### src/rtl/uart_tx_fifo.sv
// Byte FIFO in front of uart_tx. It buffers system-side writes and issues one
// flag_tx per byte, holding tx_data until the transmitter returns tx_done.
module uart_tx_fifo #(
  parameter int DEPTH = 16,
  parameter int AW    = 4
) (
  input  logic          sysclk,
  input  logic          rst,
  input  logic          wr_en,
  input  logic [7:0]    wr_data,
  output logic          full,
  output logic          empty,
  output logic [AW:0]   count,
  output logic          wr_overflow,
  output logic [7:0]    tx_data,
  output logic          flag_tx,
  input  logic          tx_done,
  output logic          busy
);

  typedef enum logic [1:0] {
    IDLE = 2'd0,
    SEND = 2'd1,
    GAP  = 2'd2
  } state_e;

  localparam logic [AW:0] DEPTH_C = DEPTH[AW:0];

  state_e        state_q, state_d;
  logic [7:0]    mem_q [DEPTH];
  logic [AW-1:0] wr_ptr_q, wr_ptr_d;
  logic [AW-1:0] rd_ptr_q, rd_ptr_d;
  logic [AW:0]   count_q, count_d;
  logic [7:0]    tx_data_q, tx_data_d;
  logic          flag_tx_q, flag_tx_d;
  logic          wr_overflow_q, wr_overflow_d;
  logic          wr_accept;
  logic          pop;

  // Occupancy flags come from the registered count, so a pop in the same
  // cycle never frees room for a write that arrives while full.
  assign full      = (count_q == DEPTH_C);
  assign empty     = (count_q == '0);
  assign wr_accept = wr_en && !full;

  // Frame sequencing: IDLE launches a byte, SEND waits for tx_done, GAP lets
  // uart_tx drop tx_done and settle before the next start pulse.
  always_comb begin
    // NOTE: every signal gets a default before the case so no path infers a latch.
    state_d   = state_q;
    pop       = 1'b0;
    flag_tx_d = 1'b0;
    tx_data_d = tx_data_q;
    unique case (state_q)
      IDLE: begin
        if (!empty) begin
          pop       = 1'b1;
          flag_tx_d = 1'b1;
          tx_data_d = mem_q[rd_ptr_q];
          state_d   = SEND;
        end
      end
      SEND: begin
        if (tx_done) state_d = GAP;
      end
      GAP:     state_d = IDLE;
      default: state_d = IDLE;
    endcase
  end

  always_comb begin
    wr_ptr_d      = wr_ptr_q;
    rd_ptr_d      = rd_ptr_q;
    wr_overflow_d = wr_en && full;
    if (wr_accept) wr_ptr_d = wr_ptr_q + 1'b1;
    if (pop)       rd_ptr_d = rd_ptr_q + 1'b1;
    unique case ({wr_accept, pop})
      2'b10:   count_d = count_q + 1'b1;
      2'b01:   count_d = count_q - 1'b1;
      default: count_d = count_q;
    endcase
  end

  // NOTE: storage has no reset; emptiness is tracked by count, so stale entries are never read.
  always_ff @(posedge sysclk) begin
    if (wr_accept) mem_q[wr_ptr_q] <= wr_data;
  end

  // NOTE: sequential state uses non-blocking assignments so all registers update together.
  always_ff @(posedge sysclk) begin
    if (rst) begin
      state_q       <= IDLE;
      wr_ptr_q      <= '0;
      rd_ptr_q      <= '0;
      count_q       <= '0;
      tx_data_q     <= 8'h00;
      flag_tx_q     <= 1'b0;
      wr_overflow_q <= 1'b0;
    end else begin
      state_q       <= state_d;
      wr_ptr_q      <= wr_ptr_d;
      rd_ptr_q      <= rd_ptr_d;
      count_q       <= count_d;
      tx_data_q     <= tx_data_d;
      flag_tx_q     <= flag_tx_d;
      wr_overflow_q <= wr_overflow_d;
    end
  end

  assign count       = count_q;
  assign tx_data     = tx_data_q;
  assign flag_tx     = flag_tx_q;
  assign wr_overflow = wr_overflow_q;
  assign busy        = (state_q == SEND) || flag_tx_q;

endmodule

### config.mk
export PLATFORM = sky130hd
export DESIGN_NAME = uart_tx_fifo
export DESIGN_NICKNAME = d
export VERILOG_FILES = /design/src/rtl/uart_tx_fifo.sv
export SDC_FILE = /design/constraint.sdc
export NUM_CORES = 1
export LEC_CHECK = 0
export ABC_AREA = 1
export BUFFER_PORTS_ARGS = -buffer_cell sky130_fd_sc_hd__clkbuf_2
export CAP_MARGIN = 20
export CORE_MARGIN = 8
export CORE_UTILIZATION = 40
export DETAILED_ROUTE_END_ITERATION = 6
export PLACE_DENSITY_LB_ADDON = 0.08
export RECOVER_POWER = 50
export SYNTH_ARGS = -nofsm -noshare
export SYNTH_HDL_FRONTEND = slang
export SYNTH_SLANG_ARGS = --single-unit
### constraint.sdc
create_clock -name sysclk -period 2.56 [get_ports sysclk]
set_clock_uncertainty 0.1 [all_clocks]
set_input_delay 0.128 -clock sysclk [delete_from_list [all_inputs] [get_ports sysclk]]
set_output_delay 0.128 -clock sysclk [all_outputs]
set_load 0.01 [all_outputs]
==> results.md, run 1 <==
- Initial antenna violation count: 0
- GRT Residual Overflow: 0
- Count leader, synth: nand2_1
- Post-CTS Repair Setup Buffers: 0
- Drt wl/cell: 16.8 µm
- Worst Tran Pin Value: 0.925 ns
- PortBufs: 29
- Design area: 0.00769 mm²
- GP Congestion: 0.830
- DP Area: 0.00713 mm²
- Largest net degree at the start of global routing: 47
- Slew Limit Fails: 0
- Leak pwr: 0.00324 µW
- Die footprint: 0.0211 mm²
- Synth warn: 0
- First-pass GRT wire length: 25,600 µm
- Worst setup path class: flip-flop to flip-flop
- Synth top area cells: edfxtp_1 (58%), nand2_1 (11%), dfxtp_1 (7.5%)
- Crit end category: flip-flop
- Slew headroom: 0.384
- Post-CTS Resized: 0
- Vias in the first global route: 4,510
- Largest area contributor in the netlist: edfxtp_1
- Sequential fraction of the synthesis area: 0.650
- Maximum vdd drop: 519 µV
- Period utilization: 0.906
- Post-Layout Cell Count: 961
- Max-cap violations: 0
- Clock transition at path regs: 0.06 ns
- Final Setup Violations: 0
- Critical path's largest stage delay: 0.36 ns
- Clock latency at the later pin of the worst-skew pair: 0.41 ns
- Post-route minimum period: 2.32 ns
- Arrival time worst endpoint: 2.56 ns
- RSZ-0062 raised after global routing: false
- CTS buffer count: 17
- Gr usage total: 0.156
- Drt first pass iters: 4
- Initial core utilization: 0.406
- Residual DRC: 0
- Worst path slowest cell: dfxtp_1
- I/O pin total: 30
- Clk root buf: clkbuf_16
- Worst Setup Start Kind: flip-flop
- Chip height: 145 µm
- Core Area: 0.0165 mm²
- FMAX: 431 MHz
- Number of enable flip-flop cells after synthesis: 128
- Synth unique cells: 23
- Hold buffers post-CTS: 2
- Top cell type's share of synthesized area: 0.575
- Cell Rows: 47
- Mean Syn Cell Area: 9.77 µm²
- WP data required: 2.80 ns
- Antenna Cells: 0
- Setup slack after layout: 0.241 ns
- Initial DRC count: 452
- Outcome: finished, final reports clean
- Max clock buf depth: 2
- CTS Sinks: 153
- Prevailing post-synth register cell: edfxtp_1
- Cells along the critical path: nor2_1 -> nand4_1 -> nand2_2 -> ha_1 -> xor2_1 -> ha_1 -> inv_1 -> nand2_1 -> nand3_1 -> nand2_1 -> nand2_1 -> nand2_1 -> nand2_1 -> a21oi_1
- Cells after synthesis: 684
- CTS tree: built
- Register bit count reported by yosys: 153
- Antenna Nets Post-Route: 0
- DIE WIDTH: 145 µm
- Drt total wl: 16,100 µm
- H-tree Lvls: 4
- Syn_nets: 704
- Layout cell share with drive strength beyond 1: 0.0877
- Post-DP HPWL: 10,100 µm
- CP most frequent cell: nand2_1
- Crit path max fanout: 8
- Hold Path Class: input port to flip-flop
- Synth Cell Area: 0.00668 mm²
- Placed Cells: 928
- FFs w/ async S/R, synth: 0
- Worst r2r path cells: 14
- Place WS: 0.301 ns
- Endpoints failing hold: 0
- Via count: 4,649
- Setup TNS: 0 ns
- Via density: 4.84
- Synth cell count leaders: nand2_1 (201), edfxtp_1 (128), nand3_1 (96)
- Power Density: 1020 mW/mm²
- Worst hold stages: 2
- Nets: 749
- Layout area overhead: 15.0%
[registers in the layout (all words and copies together), names as in the netlist]
signal	cells
flag_tx	1
count	5
rd_ptr_q	4
wr_overflow	1
wr_ptr_q	4
tx_data	8
mem_q	128
state_q	2
[worst max-delay path: cells and delay by family, from the launching register on]
family                   cells  cell delay [ns]
AND/OR/NAND/NOR              9             0.94
adder cells (fa/ha/maj)      2             0.49
flip-flops                   1             0.36
XOR/XNOR                     1             0.22
AO/OA/AOI/OAI                1             0.11
buffers and inverters        1             0.04
[layout by cell type, fill, tap and decap left out, drive strengths merged]
cell type    netlist  routed
clkinv             2       8
nor4               1       1
nor2              54      54
buf               24      25
a21oi             13      13
inv               97      97
clkinvlp           0       2
edfxtp           128     128
o21ai             16      16
xor2               6       6
dlygate4sd3        0       2
nand3             96      96
nand2            204     204
dfxtp             25      25
or2                1       1
clkbuf             6      49
a21boi             1       1
nand4              2       2
bufinv             0       3
ha                 8       8
[power breakdown]
group | leakage [µW] | total (µW) | switching, µW | internal [µW]
Combinational | 0.00161 | 2460 | 1700 | 758
Sequential | 0.00136 | 2960 | 90.7 | 2870
Clock | 0.000270 | 2460 | 951 | 1510
[worst paths after layout]
path	startpoint	endpoint	slack, ns
min	rst	count[4]	0.07
max reg2reg	count[0]	count[4]	0.24
max	count[0]	count[4]	0.24
min reg2reg	state_q[1]	state_q[1]	0.35
[logic make-up after synthesis]
group,Yosys count,share of synthesized area
buf+inv,129,0.0820
compound gates,30,0.0234
flops,153,0.650
xor+xnor,6,0.00786
simple gates,358,0.222
fa+ha+maj,8,0.0150
[final cells by class]
class	count	area, µm²
multi-input cells	402	1790
inverters	99	372
fillers	1601	8780
clock inverters	11	130
flip-flops and latches	153	4350
well taps	220	275
repair buffers	56	337
clock buffers	20	437
[metal layers]
layer  share of wire  global-route usage  vias to the layer above
met2            0.48               0.250                      103
met3           0.043              0.0361                       13
met4           0.012              0.0526                        0
li1                -                   -                     2297
met1            0.47               0.205                     2236
met5               0                   0                        -
[per-stage QoR]
stage	hold slack, ns	utilization	power [µW]
after global placement	0.259	0.433	5440
after global routing	0.0855	0.467	8390
after detailed placement	0.270	0.433	5490
final	0.0686	0.467	7880
after CTS	0.0485	0.469	7970
after floorplan	0.127	-	4780
(Power assumes the default switching activity.)
==> run 2: changes to the inputs <==
==> constraint.sdc (replaced) <==
create_clock -name sysclk -period 2.56 [get_ports sysclk]
set_clock_uncertainty 0.1 [all_clocks]
set_input_delay 0.512 -clock sysclk [delete_from_list [all_inputs] [get_ports sysclk]]
set_output_delay 0.512 -clock sysclk [all_outputs]
set_load 0.01 [all_outputs]
==> run 2 against run 1 <==
Against the previous run:
- register-to-register slack improved by 0.06 ns
- power rose by 1.4%
- combinational power decreased by 2%
- clock-buffer cell count down 2
- routed wire length fell by 1.3%
- largest cell class unchanged
- final cell count decreased by 0.10%
- sequential power hardly changed
- maximum frequency grew 2.7%
==> results.md, run 2 (synthesis gave the netlist of run 1 again) <==
- Outcome: finished, final reports clean
- I/O pin total: 30 (unchanged)
- Gate power share: 0.303 (-0.009)
- Top reg by flops: mem_q
- Max-cap violations: 0 (unchanged)
- Largest register FFs: 128 (unchanged)
- Initial antenna violation count: 0 (unchanged)
- Drt wl/cell: 16.6 µm (-1.2%)
- H-tree Lvls: 4 (unchanged)
- Vias in the first global route: 4,440 (-1.6%)
- Core Util, Final: 0.468 (+0.00114)
- Crit path max fanout: 20 (+12)
- Cell Rows: 47 (unchanged)
- Drt total wl: 15,900 µm (-1.3%)
- Met1 Use GR: 0.208 (+0.00283)
- DIE WIDTH: 145 µm (unchanged)
- Register share of total power: 0.371 (-0.005)
- Drt first pass iters: 5 (+1)
- Clock Power Share: 0.326 (+0.014)
- Power Density: 1040 mW/mm² (+1.1%)
- Clock latency at the later pin of the worst-skew pair: 0.42 ns (about the same)
- Layout area overhead: 15.3%
- Reg2Reg Setup Slack: 0.30 ns (+0.06 ns)
- Internal power: 5220 µW (+1.7%)
- Layout cell share with drive strength beyond 1: 0.0986 (+0.0109)
- Via count: 4,643 (-0.13%)
- Antenna Nets Post-Route: 0 (unchanged)
- Arrival time worst endpoint: 2.48 ns (-0.08 ns)
- Maximum vdd drop: 545 µV (+4.9%)
- Crit end category: flip-flop
- Post-layout power: 7990 µW (+1.4%)
- M3 GR Usage: 0.0333 (-0.00280)
- Worst setup path class: flip-flop to flip-flop
- Largest net degree at the start of global routing: 47 (unchanged)
- Chip height: 145 µm (unchanged)
- Period utilization: 0.882 (-0.0240)
- Slew Limit Fails: 0 (unchanged)
- CTS tree: built
- Worst Setup SP: count[0]
- Die footprint: 0.0211 mm² (unchanged)
- Met2 usage: 0.242 (-0.00748)
- Setup TNS: 0 ns (unchanged)
- Worst r2r path cells: 14 (unchanged)
- R2R Path End: count[3]
- CTS Sinks: 153 (unchanged)
- Residual DRC: 0 (unchanged)
- Worst Tran Pin Value: 0.869 ns (-0.0555 ns)
- Most frequent cells in the layout: nand2_1 (201), edfxtp_1 (128), nand3_1 (96)
- FMAX: 443 MHz (+2.7%)
- Antenna Cells: 0 (unchanged)
- Clk root buf: clkbuf_16
- WP data required: 2.78 ns (-0.02 ns)
- Slew headroom: 0.421 (+0.0370)
- RR Startpoint: count[0]
- Switching share of total power: 0.346 (-0.00221)
- Via density: 4.84 (about the same)
- Post-DP HPWL: 10000 µm (-1.3%)
- Final Setup Violations: 0 (unchanged)
- Worst setup path end: count[3]
- Post-route minimum period: 2.26 ns (-0.0614 ns)
- Max clock buf depth: 2 (unchanged)
- Initial DRC count: 412 (-8.8%)
- Nets: 747 (-0.27%)
- GRT Residual Overflow: 0 (unchanged)
- Most common cell after layout, fill and taps aside: nand2_1
- Clock transition at path regs: 0.06 ns (about the same)
- Hold buffers post-CTS: 0 (-2)
- Endpoints failing hold: 0 (unchanged)
- Hold Path Class: input port to flip-flop
- Busiest grt layer: met2
- GP Congestion: 0.819 (-1.3%)
- PortBufs: 29 (unchanged)
- Leak pwr: 0.00325 µW (+0.28%)
- Initial core utilization: 0.406 (unchanged)
- Gr usage total: 0.155 (-0.000864)
- Net switching power: 2760 µW (+0.73%)
- First-pass GRT wire length: 25,300 µm (-1.0%)
- Worst Setup Start Kind: flip-flop
- CTS buffer count: 17 (unchanged)
- Core Area: 0.0165 mm² (unchanged)
- RSZ-0062 raised after global routing: false
run 2: cell count changes in the layout (fill, tap and decap cells not counted), moves of 2 or more:
cell and delta:
clkbuf_1 -4, clkbuf_2 +2, clkinv_1 -2, dlygate4sd3_1 -2
run 2: worst min path at each step:
stage / from / endpoint / slack (ns) / cells past startpoint
6_report: tx_done / state_q[1] / 0.22 / 3
5_1_grt: tx_done / state_q[1] / 0.21 / 3
4_1_cts: tx_done / state_q[1] / 0.20 / 3
3_5_place_dp: state_q[0] / state_q[1] / 0.35 / 2
3_3_place_gp: state_q[1] / state_q[1] / 0.34 / 1
2_1_floorplan: state_q[1] / state_q[1] / 0.32 / 1
run 2: what timing repair did:
| action | 4_1_cts | 5_1_grt |
|---|---|---|
| gates resized for setup | 0 | 2 |
| setup buffers | 0 | 1 |
| endpoints found under the hold margin | 0 | 0 |
| endpoints found under the setup margin | 0 | 1 |
run 2: power groups by stage:
stage	Clock [µW]	Combinational, µW	Sequential, µW
2_1_floorplan	0	1740	3040
3_3_place_gp	0	2390	3010
3_5_place_dp	0	2430	3020
4_1_cts	2640	2450	2970
5_1_grt	2760	2750	2990
6_report	2600	2420	2960
run 2: metal layers:
metal | routed length [µm] | up-vias
met3 | 723 | 26
met2 | 7420 | 124
met5 | 0 | -
met4 | 305 | 0
met1 | 7480 | 2199
li1 | - | 2294
run 2: area by class of cell:
cell class | count | area (µm²)
multi-input combinational | 402 | 1800
inverter | 99 | 372
tap | 220 | 275
sequential | 153 | 4350
fill | 1627 | 8760
clock buffer | 18 | 429
clock inverter | 14 | 179
timing repair buffer | 54 | 307
run 2: metrics by stage:
step	setup slack, ns	instances	cell area (µm²)	hold slack [ns]
global route	0.0293	960	7700	0.209
detailed placement	0.250	927	7110	0.346
CTS	0.223	959	7720	0.201
global placement	0.358	927	7110	0.335
finish	0.303	960	7700	0.219
floorplan	0.346	684	6680	0.321
run 2: worst max-delay path: stages (launching register included):
cell	delay (ns)
dfxtp_1	0.36
nor2_1	0.16
nand4_1	0.16
nand2_2	0.18
inv_2	0.05
buf_4	0.20
ha_1	0.25
nand2_1	0.11
inv_1	0.04
a21boi_0	0.23
nand2_1	0.09
nand2_1	0.07
nand3_1	0.06
nand2_1	0.05
inv_1	0.03
